## src/rtl/sample_fetcher.sv

```systemverilog
// Consumer side of the generate_next / sample_ready handshake: requests one sample
// per codec frame, waits with a timeout, then emits a volume-scaled valid pulse.
module sample_fetcher #(
  parameter int WIDTH   = 16,
  parameter int TIMEOUT = 15
) (
  input  logic             clk,
  input  logic             reset,
  input  logic             new_frame,
  input  logic [2:0]       volume,
  output logic             generate_next,
  input  logic             sample_ready,
  input  logic [WIDTH-1:0] sample_in,
  output logic [WIDTH-1:0] sample_out,
  output logic             sample_valid,
  output logic             timeout_err,
  output logic             frame_overrun,
  output logic             busy
);

  localparam int CW = $clog2(TIMEOUT);
  localparam logic [CW-1:0] LAST = CW'(TIMEOUT - 1);

  typedef enum logic [1:0] {IDLE, REQ, WAIT, DONE} state_t;

  state_t           state;
  state_t           state_next;
  logic [CW-1:0]    count;
  logic [WIDTH-1:0] raw;
  logic [WIDTH-1:0] src;
  logic [WIDTH-1:0] scaled;
  logic [2:0]       shamt;
  logic             ready_hit;
  logic             time_up;

  assign ready_hit = (state == WAIT) && sample_ready;
  assign time_up   = (state == WAIT) && !sample_ready && (count == LAST);

  // A timeout re-scales the last good sample with whatever volume is current.
  assign src    = ready_hit ? sample_in : raw;
  assign shamt  = 3'd7 - volume;
  assign scaled = $signed(src) >>> shamt;

  always_ff @(posedge clk or negedge reset) begin
    if (!reset) state <= IDLE;
    else        state <= state_next;
  end

  always_comb begin
    state_next = state;
    case (state)
      IDLE:    if (new_frame) state_next = REQ;
      REQ:     state_next = WAIT;
      WAIT:    if (ready_hit || time_up) state_next = DONE;
      DONE:    state_next = new_frame ? REQ : IDLE;
      default: state_next = IDLE;
    endcase
  end

  always_ff @(posedge clk or negedge reset) begin
    if (!reset) begin
      count <= '0;
      raw   <= '0;
    end else begin
      if (state == REQ)
        count <= '0;
      else if (state == WAIT && state_next == WAIT)
        count <= count + 1'b1;
      if (ready_hit)
        raw <= sample_in;
    end
  end

  // Outputs are registered from the next state so none is combinational from inputs.
  always_ff @(posedge clk or negedge reset) begin
    if (!reset) begin
      generate_next <= 1'b0;
      busy          <= 1'b0;
      sample_valid  <= 1'b0;
      timeout_err   <= 1'b0;
      frame_overrun <= 1'b0;
      sample_out    <= '0;
    end else begin
      generate_next <= (state_next == REQ);
      busy          <= (state_next == REQ) || (state_next == WAIT);
      sample_valid  <= (state_next == DONE);
      timeout_err   <= time_up;
      frame_overrun <= new_frame && ((state == REQ) || (state == WAIT));
      if (state == WAIT && state_next == DONE)
        sample_out <= scaled;
    end
  end

endmodule

```

## config.mk

```make
export PLATFORM = sky130hd
export DESIGN_NAME = sample_fetcher
export DESIGN_NICKNAME = d
export VERILOG_FILES = /design/src/rtl/sample_fetcher.sv
export SDC_FILE = /design/constraint.sdc
export NUM_CORES = 1
export LEC_CHECK = 0
export ABC_CLOCK_PERIOD_IN_PS = 3900
export CAP_MARGIN = 20
export CORE_MARGIN = 2
export CORE_UTILIZATION = 38
export DETAILED_ROUTE_END_ITERATION = 10
export GPL_ROUTABILITY_DRIVEN = 0
export GPL_TIMING_DRIVEN = 0
export PLACE_DENSITY = 0.66
export SYNTH_ARGS = -nofsm -noshare
export SYNTH_HDL_FRONTEND = slang
export SYNTH_SLANG_ARGS = --single-unit
```

## constraint.sdc

```tcl
create_clock -name clk -period 3.9 [get_ports clk]
set_clock_uncertainty 0.2 [all_clocks]
set_input_delay 1.17 -clock clk [delete_from_list [all_inputs] [get_ports clk]]
set_output_delay 1.17 -clock clk [all_outputs]
set_load 0.02 [all_outputs]
```

==> results by group, run 1 <==
Run status
  – Status: complete, no violations

Timing
  – RSZ-0062 raised after global routing: false
  – Slew HR: 0.667
  – Final hold viol count: 0
  – Max Transition Viols Final: 0
  – Minimum clock period: 3.42 ns
  – Fin Hold WS: 0.279 ns
  – F_max: 292 MHz
  – Final setup violation count: 0
  – Final TNS setup: 0 ns
  – Final worst-path setup slack: between 0.4 and 0.5 ns
  – Final period util: 0.877
  – Worst-Margin Slew: 0.500 ns

Power and ir drop
  – Max VDD drop: 0.260 mV
  – Total power draw: 2.29 mW
  – Switching portion of total power: 0.430
  – Power per cell area: 696 nW/um2
  – Leak pwr: 1.50 nW
  – Internal power: 1.31 mW
  – Clock power frac: 0.130
  – Part of the power in combinational logic: 0.534
  – Psw: 985 uW
  – Sequential Power Share: 0.335

Routing
  – DR pass1 iterations: 5
  – Routed Antenna Nets: 0
  – Drt drc: 0
  – WL/cell: 16.3 um
  – Via count: 2,370
  – WL final: ~7100 um
  – Iteration-0 DRC Markers: roughly 240
  – Vias/cell: 5.47

Synthesis
  – Area share of fa/ha/maj cells after synthesis: 0.0422
  – Register area share after synthesis: 0.403
  – Syn_nets: 321
  – Area share of and/or/nand/nor cells after synthesis: 0.186
  – Ys Warns: 0
  – Synthesized cell area: 2670 um2
  – Post-synthesis cell type count: 41
  – Multiplexer area fraction after synthesis: 0.164
  – Yosys reg bits: 43
  – Largest family of logic cells by synthesized area: simple AND/OR/NAND/NOR gates
  – Fraction of registers with async set/reset: 1.00
  – Synth Flop Type: dfrtp_1
  – Syn Area/Cell: roughly 9.2 um2
  – Gate Count Post-Synth: 289
  – Compound-gate portion of the synthesized area: 0.142
  – Number of flops mapped to enable cells by yosys: 0
  – XOR/XNOR Fraction of Synth Area: 0.00656

Worst setup path
  – Worst path required time: slightly below 4 ns
  – Reg-to-reg slack, setup: 0.48 ns
  – Crit. End Element: flop
  – R2R depth: 13
  – FF-to-FF Start: state[0]
  – Worst-path maximum fanout: 10
  – Arrival @ worst endpoint: about 3.4 ns
  – Crit path kind: flop to flop
  – Crit Reg-Reg Endpoint: sample_out[11]
  – Crit path launch type: flop

Clocking
  – Post-CTS Resized: 0
  – Hold_buf cts: 0
  – H-tree Lvls: 2
  – CTS tree: built
  – Num CTS Buffers: 5
  – CTS root buffer: clkbuf_8
  – Clock latency on the worst-skew pair: 0.30 ns
  – Clock sinks: 43
  – Worst-path clk slew: 0.08 ns
  – Post-CTS Setup Bufs: 0
  – CTS max path bufs: 2

Finish
  – Utilization after layout: 0.485
  – Leading cell type in the layout, fill and taps excluded: nand2_1
  – Layout cell share with drive strength beyond 1: 0.0861
  – Cell area after layout: 3290 um2
  – Nets: approximately 370
  – Fillers: about 680
  – Ant. Diodes: 0
  – Layout area overhead: 23.3%
  – Commonest cells after routing, fill and taps aside: 57 x nand2_1, 43 x dfrtp_1, 39 x clkdlybuf4s50_1, 29 x mux2i_1, 21 x nor2_1
  – Non-filler cells, final: 433

Die
  – Core Area: just under 7000 um2
  – Die X: ~90 um
  – I/O pins: 44
  – Starting Density: 0.393
  – # rows: 30
  – Die Ht: 87.8 um
  – Die area: slightly below 8000 um2

Worst hold path
  – HP Start: raw[0]
  – Endpoint, Worst Hold: raw[0]
  – Worst min-delay path category: flop to flop
  – Hold Path Cell Cnt: 2

Global route
  – First-pass GRT wire length: 11,500 um
  – M2 GR Usage: 0.295
  – Met1 GRT Util: 0.276
  – Vias in the first global route: 2,323
  – Gr usage total: 0.196
  – Largest net degree at the start of global routing: 24
  – GR met3 Demand/Resource: 0.0396
  – Grt ovf: 0
  – Most Crowded Layer GR: met2
  – Initial antenna violation count: 0

Placed design
  – Port buffer count: 40
  – Pre-CTS WS: 0.345 ns
  – DP Cell Count: 426
  – Post-DP Area: about 3200 um2
  – Detailed Place HPWL: approximately 5400 um

Job
  – Max-cap violations: 0
registers in the layout, summed over array words and instances (netlist names):
| register | count |
|---|---|
| sample_valid | 1 |
| busy | 1 |
| generate_next | 1 |
| sample_out | 16 |
| frame_overrun | 1 |
| count | 4 |
| raw | 16 |
| state | 2 |
| timeout_err | 1 |
power groups by stage:
stage	combinational, mW	clock, mW	sequential, mW
4_1_cts	1.22	0.308	0.770
5_1_grt	1.35	0.319	0.797
6_report	1.22	0.299	0.769
3_5_place_dp	1.22	0	0.780
3_3_place_gp	1.19	0	0.770
2_1_floorplan	0.683	0	0.862
logic make-up (layout without fill, tap and decap cells):
family,count (synthesis),after routing
simple gates,115,115
xor+xnor,2,2
fa+ha+maj,9,9
buf+inv,28,76
mux,36,36
flops,43,43
compound gates,56,56
Yosys cell counts, types with 2 or more instances:
library cell,n,share of area
mux4_2,6,0.051
o211ai_1,5,0.014
o31ai_1,4,0.011
nand3_1,15,0.028
inv_1,8,0.011
o21ai_0,13,0.024
nor2_1,21,0.030
a221oi_1,4,0.013
a21oi_1,9,0.017
buf_2,5,0.0094
o2111ai_1,3,0.0098
a22oi_1,3,0.0084
buf_1,2,0.0028
and2_1,5,0.012
clkbuf_1,8,0.011
dfrtp_1,43,0.40
mux2i_1,29,0.11
ha_1,9,0.042
nor3_1,10,0.019
a31oi_1,5,0.012
or3_1,2,0.0047
a211oi_1,3,0.0084
buf_6,3,0.013
nand2_1,57,0.080
per-layer routing:
metal	vias to the layer above	wire length, um	part of all wire
met5	-	0	0
met4	0	197	0.028
li1	1121	-	-
met1	1110	3230	0.46
met2	116	3150	0.45
met3	23	488	0.069
layout make-up:
type / count / area, um2 / area share
Tap cell: 96 / 120 / 0.0365
Sequential cell: 43 / 1080 / 0.327
Inverter: 8 / 30.0 / 0.00912
Clock inverter: 1 / 5.00 / 0.00152
Buffer: 20 / 124 / 0.0376
Multi-Input combinational cell: 218 / 1440 / 0.437
Timing Repair Buffer: 41 / 415 / 0.126
Clock buffer: 6 / 82.6 / 0.0251
critical path, cell delays in order, from the launching register on:
cell and delay (ns):
dfrtp_1 0.41, inv_1 0.11, ha_1 0.27, clkbuf_1 0.36, a41oi_1 0.17, o21ai_0 0.15, o21ai_0 0.13, nand2_1 0.15
ha_1 0.24, and2_1 0.14, clkbuf_1 0.32, clkbuf_1 0.40, nor2_1 0.08, a211oi_1 0.20
how the worst max path moves through the flow:
stage / end / start / slack (ns) / cells past startpoint
global route: sample_out[11] / state[0] / 0.12 / 13
CTS: sample_out[11] / state[0] / 0.45 / 13
detailed placement: sample_out[11] / new_frame / 0.34 / 9
finish: sample_out[11] / state[0] / 0.48 / 13
global placement: sample_out[6] / reset / 0.29 / 1
floorplan: sample_out[11] / sample_ready / 0.93 / 11
Note: power is estimated with default switching activity, not from simulation.
==> run 2, diff against run 1 <==
PLACE_DENSITY = default   (was 0.66)
==> results by group, run 2 (synthesis results as in run 1) <==
Run status
  – Status: complete, no violations

Finish
  – Commonest cells after routing, fill and taps aside: 57 x nand2_1, 43 x dfrtp_1, 39 x clkdlybuf4s50_1, 29 x mux2i_1, 21 x nor2_1
  – Non-filler cells, final: 433
  – Register Area: between 1000 and 1500 um2
  – Leading cell type in the layout, fill and taps excluded: nand2_1
  – Layout cell share with drive strength beyond 1: 0.0861
  – Ant. Diodes: 0
  – Biggest regs: raw (16), sample_out (16), count (4)
  – Utilization after layout: 0.487
  – Nets: 369
  – Footprint of the multi-input gates: 1440 um2
  – Layout area overhead: 24.0%
  – Cell area after layout: 3310 um2
  – Fillers: roughly 670

Global route
  – M2 GR Usage: 0.315
  – Largest net degree at the start of global routing: 24
  – GR met3 Demand/Resource: 0.0434
  – Met1 GRT Util: 0.281
  – Initial antenna violation count: 0
  – First-pass GRT wire length: 11,800 um
  – Grt ovf: 0
  – Most Crowded Layer GR: met2
  – Vias in the first global route: 2,282
  – Gr usage total: 0.201

Timing
  – Slew HR: 0.651
  – Max Transition Viols Final: 0
  – Final TNS setup: 0 ns
  – Worst-Margin Slew: 0.523 ns
  – Final worst-path setup slack: 0.533 ns
  – Final period util: 0.863
  – Final hold viol count: 0
  – Minimum clock period: 3.37 ns
  – Fin Hold WS: 0.282 ns
  – RSZ-0062 raised after global routing: false
  – F_max: slightly below 300 MHz
  – Final setup violation count: 0

Routing
  – DR pass1 iterations: 5
  – Vias/cell: 5.48
  – WL final: 7270 um
  – Drt drc: 0
  – Via count: 2,372
  – WL/cell: approximately 17 um
  – Routed Antenna Nets: 0
  – Iteration-0 DRC Markers: roughly 300

Die
  – Die X: around 88 um
  – Core Area: 6790 um2
  – Die area: between 7000 and 8000 um2
  – # rows: 30
  – Die Ht: 87.8 um
  – I/O pins: 44
  – Starting Density: 0.393

Power and ir drop
  – Total power draw: roughly 2.3 mW
  – Max VDD drop: 0.243 mV
  – Power per cell area: between 700 and 800 nW/um2
  – Leak pwr: 1.50 nW

Placed design
  – Detailed Place HPWL: 5550 um
  – DP Cell Count: 426
  – Port buffer count: 40
  – Pre-CTS WS: 0.386 ns
  – Post-DP Area: 3210 um2

Worst setup path
  – Arrival @ worst endpoint: about 3.4 ns
  – Worst path required time: roughly 3.9 ns
  – Crit. End Element: flop
  – Worst-path maximum fanout: 10
  – Crit path kind: flop to flop
  – Crit path launch type: flop

Clocking
  – CTS tree: built
  – Num CTS Buffers: 5
  – Worst-path clk slew: roughly 0.080 ns
  – Clock latency on the worst-skew pair: roughly 0.30 ns
  – Clock sinks: 43
  – Post-CTS Resized: 0
  – H-tree Lvls: 2
  – CTS root buffer: clkbuf_8
  – CTS max path bufs: 2
  – Post-CTS Setup Bufs: 0
  – Hold_buf cts: 0

Job
  – Max-cap violations: 0

Worst hold path
  – Worst min-delay path category: flop to flop
run 2: changes by cell type in the layout (fill, tap and decap cells not counted):
cell,change
clkinv_2,-1
clkbuf_8,-1
clkinvlp_4,+1
bufinv_16,+1
run 2: critical path: stages (launching register included):
cell and delay (ns):
dfrtp_1 0.41, inv_1 0.10, ha_1 0.28, clkbuf_1 0.36, a41oi_1 0.17, o21ai_0 0.15, o21ai_0 0.12, nand2_1 0.15
ha_1 0.22, and2_1 0.14, clkbuf_1 0.31, clkbuf_1 0.39, nor2_1 0.07, a211oi_1 0.21
run 2: path summary, 6_finish.rpt:
| path | startpoint | endpoint | slack [ns] | cells past startpoint |
|---|---|---|---|---|
| max reg2reg | state[0] | sample_out[11] | 0.53 | 13 |
| max | state[0] | sample_out[11] | 0.53 | 13 |
| max in group asynchronous | reset | sample_out[3] | 2.37 | 2 |
| min reg2reg | raw[0] | raw[0] | 0.28 | 2 |
| min in group asynchronous | reset | count[0] | 0.62 | 1 |
| min | raw[0] | raw[0] | 0.28 | 2 |
run 2: cell type report:
cell class                      instances  share of cell area
Buffer                                 20              0.0374
Clock buffer                            5              0.0208
Clock inverter                          2              0.0113
Inverter                                8             0.00907
Multi-Input combinational cell        218               0.435
Sequential cell                        43               0.325
Tap cell                               96              0.0363
Timing Repair Buffer                   41               0.125
run 2: per-layer routing:
metal / wire length (um) / vias up
li1: - / 1125
met1: 3310 / 1121
met2: 3350 / 107
met3: 474 / 19
met4: 129 / 0
met5: 0 / -
run 2: where the power goes:
| group | leakage, nW | total (mW) | internal (mW) | switching [mW] |
|---|---|---|---|---|
| clock | 0.0502 | 0.348 | 0.187 | 0.161 |
| sequential | 0.536 | 0.769 | 0.643 | 0.127 |
| combinational | 0.914 | 1.22 | 0.524 | 0.700 |
| total | 1.50 | 2.34 | 1.35 | 0.988 |
